`config.mk`:
```
export PLATFORM = sky130hd
export DESIGN_NAME = width_adapter_pipe
export DESIGN_NICKNAME = d
export VERILOG_FILES = /design/src/rtl/width_adapter_pipe.sv
export SDC_FILE = /design/constraint.sdc
export NUM_CORES = 1
export LEC_CHECK = 0
export ABC_AREA = 1
export BUFFER_PORTS_ARGS = -buffer_cell sky130_fd_sc_hd__buf_2
export CAP_MARGIN = 20
export CORE_MARGIN = 1.5
export CORE_UTILIZATION = 56
export CTS_CLUSTER_SIZE = 25
export DETAILED_ROUTE_END_ITERATION = 10
export GPL_ROUTABILITY_DRIVEN = 0
export GPL_TIMING_DRIVEN = 0
export PLACE_DENSITY = 0.86
export SLEW_MARGIN = 20
export SYNTH_ARGS = -nofsm -noshare
export SYNTH_HDL_FRONTEND = slang
export SYNTH_SLANG_ARGS = --single-unit
```
`constraint.sdc`:
```
create_clock -name clk -period 2.58 [get_ports clk]
set_input_delay 0.129 -clock clk [delete_from_list [all_inputs] [get_ports clk]]
set_output_delay 0.129 -clock clk [all_outputs]
set_load 0.02 [all_outputs]
```
`src/rtl/width_adapter_pipe.sv`:
```
// Multi-lane width converter (zero/sign extend, saturate, truncate) behind a
// valid/ready pipeline with a main output register and a one-entry skid register.
module width_adapter_pipe #(
    parameter int IN_W  = 18,
    parameter int OUT_W = 32,
    parameter int LANES = 4,
    parameter int CNT_W = 16
) (
    input  logic                   clk,
    input  logic                   rst_n,
    input  logic                   in_valid,
    output logic                   in_ready,
    input  logic [LANES*IN_W-1:0]  in_data,
    input  logic [1:0]             in_mode,
    output logic                   out_valid,
    input  logic                   out_ready,
    output logic [LANES*OUT_W-1:0] out_data,
    output logic [LANES-1:0]       sat_lanes,
    output logic [CNT_W-1:0]       sat_count,
    input  logic                   clr_stats
);

    logic [LANES*OUT_W-1:0] conv_data;
    logic [LANES-1:0]       conv_sat;
    logic [LANES*OUT_W-1:0] s_data;
    logic                   s_valid;
    logic                   accept;
    logic                   drain;

    for (genvar k = 0; k < LANES; k++) begin : g_lane
        logic [IN_W-1:0] x;
        assign x = in_data[k*IN_W +: IN_W];

        if (OUT_W >= IN_W) begin : g_wide
            // Widening never saturates; truncate and zero-extend coincide here.
            assign conv_data[k*OUT_W +: OUT_W] =
                (in_mode == 2'd1) ? OUT_W'($signed(x)) : OUT_W'(x);
            assign conv_sat[k] = 1'b0;
        end else begin : g_narrow
            logic [IN_W-OUT_W-1:0] hi_z;
            logic [IN_W-OUT_W:0]   hi_s;
            logic                  z_ovf;
            logic                  s_ovf;
            logic [OUT_W-1:0]      y;
            logic                  sat;

            assign hi_z  = x[IN_W-1:OUT_W];
            assign hi_s  = x[IN_W-1:OUT_W-1];
            assign z_ovf = |hi_z;
            // Signed value fits only when the dropped bits all copy the new sign bit.
            assign s_ovf = ~((&hi_s) | ~(|hi_s));

            always_comb begin
                y   = x[OUT_W-1:0];
                sat = 1'b0;
                case (in_mode)
                    2'd1: begin
                        if (s_ovf) begin
                            sat = 1'b1;
                            y   = x[IN_W-1] ? {1'b1, {(OUT_W-1){1'b0}}}
                                            : {1'b0, {(OUT_W-1){1'b1}}};
                        end
                    end
                    2'd2: ;
                    default: begin
                        if (z_ovf) begin
                            sat = 1'b1;
                            y   = '1;
                        end
                    end
                endcase
            end

            assign conv_data[k*OUT_W +: OUT_W] = y;
            assign conv_sat[k] = sat;
        end
    end

    assign in_ready = ~s_valid;
    assign accept   = in_valid & ~s_valid;
    assign drain    = out_valid & out_ready;

    // Main register refills from skid first, so ordering is preserved.
    always_ff @(posedge clk or negedge rst_n) begin
        if (!rst_n) begin
            out_valid <= 1'b0;
            out_data  <= '0;
            s_valid   <= 1'b0;
            s_data    <= '0;
        end else begin
            if (!out_valid || drain) begin
                if (s_valid) begin
                    out_data  <= s_data;
                    out_valid <= 1'b1;
                    s_valid   <= 1'b0;
                end else if (accept) begin
                    out_data  <= conv_data;
                    out_valid <= 1'b1;
                end else begin
                    out_valid <= 1'b0;
                end
            end else if (accept) begin
                s_data  <= conv_data;
                s_valid <= 1'b1;
            end
        end
    end

    always_ff @(posedge clk or negedge rst_n) begin
        if (!rst_n) begin
            sat_lanes <= '0;
            sat_count <= '0;
        end else if (clr_stats) begin
            sat_lanes <= '0;
            sat_count <= '0;
        end else if (accept) begin
            sat_lanes <= sat_lanes | conv_sat;
            if ((|conv_sat) && (sat_count != '1)) begin
                sat_count <= sat_count + 1'b1;
            end
        end
    end

endmodule

```
# After elaboration in Yosys (flattened, before gate mapping)
# Index checks and enable logic that the tools add are counted.
[totals]
ff_bits = 258
input_bits = 79
output_inout_bits = 150
word_cells = 25
[op_classes]
eq_ne = 1
muxes = 10
bitwise = 4
n_reduce_logical = 6
[op_table]
columns = ["op", "count"]
rows = [
  ["$mux 128", 2],
  ["$mux 32", 4],
  ["$mux 1", 4],
  ["$reduce_and 2->1", 2],
  ["$reduce_bool 2->1", 2],
  ["$and 1x1->1", 2],
  ["$eq 2x1->1 const B", 1],
  ["$not 1->1", 2],
  ["$logic_not 1->1", 1],
  ["$logic_or 1x1->1", 1],
]

# Longest topological paths before layout
[logic_depth]
depth_word = 4
depth_mapped = 8
mapped_depth_nobuf = 6

# Worst setup path before layout
# OpenSTA, ideal clock, no wires.
[synth_path]
kind = "reg-to-reg"
start = "reg out_valid"
end = "reg s_data[106]"
setup_time_ps = 133
t_arrival_ps = 1108
t_required_ps = 2447
slack_ps = 1340
stages_incl_launch_ff = 8
n_path_buf = 2
synth_period_minus_slack_ps = 1240
cell_sequence = "dfrtp_1 -> nand2_2 -> inv_1 -> nand2_4 -> buf_8 -> buf_6 -> nand2_1 -> o21ai_0"
[synth_between]
elab_chain_cells = 4
word_cells_on_any_way = 5
classes_between = "2 x bitwise; 3 x reduce/logical"
[synth_lines]
columns = ["element", "line", "rtl"]
rows = [
  ["start, declared", "15", "output logic out_valid,"],
  ["start signal, assigned", "86", "out_valid <= 1'b0;"],
  ["start signal, assigned", "94", "out_valid <= 1'b1;"],
  ["start signal, assigned", "98", "out_valid <= 1'b1;"],
  ["$and 1x1->1 / $logic_not 1->1 (equally long branches)", "81, 91", ""],
  ["$logic_or 1x1->1 (*)", "91", "if (!out_valid || drain) begin"],
  ["$not 1->1 (no line) (*)", "--", ""],
  ["$reduce_and 2->1 (no line) (*)", "--", ""],
  ["end signal, assigned", "103", "s_data <= conv_data;"],
  ["end, declared", "25", "logic [LANES*OUT_W-1:0] s_data;"],
]
# Every way passes the cells marked *; elsewhere a longest branch is shown, timed or not.
# A chain may end at the register's enable or synchronous reset.

==> results.sh <==
export IMPL_dr_wl_met2_um=10100
export IMPL_synth_cell_area_um2=7360
export IMPL_cts_num_sinks=154
export IMPL_drt_pass1_iter_count=7
export IMPL_cts_buffers=17
export IMPL_layout_drive_gt1_share_pct=29.2
export IMPL_syn_area_per_cell_um2=8.17
export IMPL_synth_seq_cells=154
export IMPL_fmax_mhz=653
export IMPL_cp_buffers_inverters=2
export IMPL_routedWlPerCell_um=14.5
export IMPL_multi_input_area_um2=2370
export IMPL_core_area_um2=12700
export IMPL_antenna_found_initial=0
export IMPL_cts_max_level=4
export IMPL_worstPathMaxFanout=15
export IMPL_grt_pass1_vias=6693
export IMPL_num_vias=6896
export IMPL_yosysMostFrequentCell="nand2_1"
export IMPL_setup_viol=0
export IMPL_die_area_um2=13800
export IMPL_initialDrtViolationCount=506
export IMPL_clkLatencyLatePin_ns=0.43
export IMPL_dieWidth_um=118
export IMPL_start_util_pct=57.8
export IMPL_wl_met1_um=8150
export IMPL_p_leak_nw=5.66
export IMPL_synthToLayoutAreaGrowth_pct=35.9
export IMPL_viasPerCell=4.94
export IMPL_track_usage_pct=30.0
export IMPL_drc=0
export IMPL_grt_pass1_wl_um=33100
export IMPL_startpoint_type="flop"
export IMPL_root_buffer="clkbuf_16"
export IMPL_synth_cell_type_count=19
export IMPL_maxSlewViolCount=0
export IMPL_wirelength_um=20300
export IMPL_post_route_min_period_ns=1.53
export IMPL_grt_max_degree=91
export IMPL_synthArstFlopShare_pct=100
export IMPL_synth_flop_cell="dfrtp_1"
export IMPL_antenna_left=0
export IMPL_fill_cells=853
export IMPL_dp_hpwl_um=12400
export IMPL_critPathMaxStageDelay_ns=0.63
export IMPL_crit_chain="buf_4 -> buf_2"
export IMPL_path_clk_slew_ns=0.06
export IMPL_num_nets_final=1290
export IMPL_required_ns=2.45
export IMPL_fin_skew_ns=0.00519
export IMPL_crit_slowest_cell="dfrtp_1"
export IMPL_n_antenna_cell=0
export IMPL_synth_area_leaders="dfrtp_1, nand2_1, buf_4, o21ai_0, inv_1"
export IMPL_highest_layer="met4"
export IMPL_cts_path_max_buffers=2
export IMPL_rsz0062_at_grt="no"
export IMPL_hold_path_class="in2reg"
export IMPL_cp_arrival_ns=1.40
export IMPL_final_util_pct=78.6
export IMPL_hold_viol_final=0
export IMPL_gr_total_overflow=0
export IMPL_die_height_um=118
export IMPL_max_cap_violations=0
export IMPL_rows=41
export IMPL_p_total_w=0.00803
export IMPL_end_kind="output port"
export IMPL_tritoncts="built"
export IMPL_synth_edf_count=0
export IMPL_path_class="reg2out"
export IMPL_design_portCount=229
export IMPL_slew_headroom_pct=61.0
export IMPL_irDropWorstVdd_mv=0.508
export IMPL_yosysSeqAreaShare_pct=52.4
export IMPL_register_area_um2=3850
export IMPL_synth_top_area_cell="dfrtp_1"
export IMPL_netlist_instances=900
export IMPL_cp_top_family="flip-flops"
export IMPL_outcome="completed"
export IMPL_wl_met3_um=1400
export IMPL_powerDensity_nw_per_um2=803
export IMPL_yosys_warnings=0
export IMPL_synth_top_area_share_pct=52.4
export IMPL_period_share_pct=59.3
export IMPL_tightest_slew_ns=0.584
export IMPL_portBuffers=207
export IMPL_synth_top_cells_by_count="nand2_1, dfrtp_1, o21ai_0, buf_4, inv_1"
==> registers in the layout, summed over array words and instances, names as in the netlist <==
register / flops
out_data: 76
out_valid: 1
s_data: 76
s_valid: 1
==> cell usage in the layout (no fill, tap or decap) <==
cell type and n:
o21ai_1 38, nand2_4 3, buf_4 78, o21ai_2 6, dlygate4sd3_1 65, nor2_1 9, buf_8 2, clkbuf_8 2
buf_16 1, inv_6 1, inv_1 77, clkbuf_16 17, buf_6 18, nand2_2 1, clkinv_4 1, clkinv_2 4
clkbuf_1 15, clkinvlp_4 3, nand3_1 4, bufinv_16 4, nand2_1 381, conb_1 20, nor2_4 1, dfrtp_1 154
buf_2 214, inv_4 1, o21ai_0 104
==> worst reg2reg max path, delay by kind of cell, from the launching register on <==
kind,cells,cell delay [ns]
flops,1,0.40
compound gates,1,0.17
buf+inv,2,0.56
simple gates,2,0.25
==> metal layers <==
metal / GRT usage, % / vias to the layer above
met1: 37.8 / 3228
met4: 12.7 / 0
met3: 5.62 / 50
met2: 50.8 / 329
met5: 0 / -
li1: - / 3289
==> path summary, 6_finish.rpt <==
| kind | slack [ns] | startpoint | end | cells past startpoint |
|---|---|---|---|---|
| max reg2reg | 1.06 | out_valid | s_data[34] | 5 |
| max in group asynchronous | 1.56 | rst_n | out_data[71] | 3 |
| min reg2reg | 0.47 | out_data[5] | out_data[5] | 2 |
| min | 0.02 | in_data[59] | s_data[101] | 3 |
| min in group asynchronous | 0.23 | rst_n | out_data[40] | 2 |
| max | 1.05 | out_data[95] | out_data[86] | 2 |
==> cell families after synthesis <==
family	count (synthesis)	synth area share (%)
buffers and inverters	198	16.3
AOI/OAI and AO/OA	148	10.4
DFF	154	52.4
and+or+nand+nor	399	20.9
other	1	0.0510
==> final cells by class <==
| class | count | share of cell area [%] |
|---|---|---|
| Clock inverter | 12 | 1.72 |
| Inverter | 79 | 3.04 |
| Buffer | 119 | 8.96 |
| Tap cell | 172 | 2.15 |
| Timing Repair Buffer | 273 | 17.3 |
| Multi-Input combinational cell | 567 | 23.7 |
| Sequential cell | 154 | 38.6 |
| Clock buffer | 20 | 4.57 |
==> report_power, final <==
part | internal (W) | switching, W
registers | 0.00288 | 0.000305
clock network | 0.00166 | 0.000986
logic | 0.000874 | 0.00131
==> timing repair <==
action | CTS | global route
endpoints found under the hold margin | 128 | 0
setup buffers | 0 | 0
hold buffers | 65 | 0
resized for setup | 0 | 0
==> metrics by stage <==
stage	setup slack (ns)	hold WS (ns)	TNS (ns)	std cells	cell area [µm²]
final	1.05	0.0158	0	1396	9990
after global routing	0.928	0.0206	0	1396	9990
after CTS	1.03	0.00466	0	1396	9990
after detailed placement	1.07	0.102	0	1299	8720
after global placement	-0.859	0.396	-130.73	1298	8680
after floorplan	1.34	-0.167	0	919	7430
No activity file was read; power rests on OpenSTA's default activity.
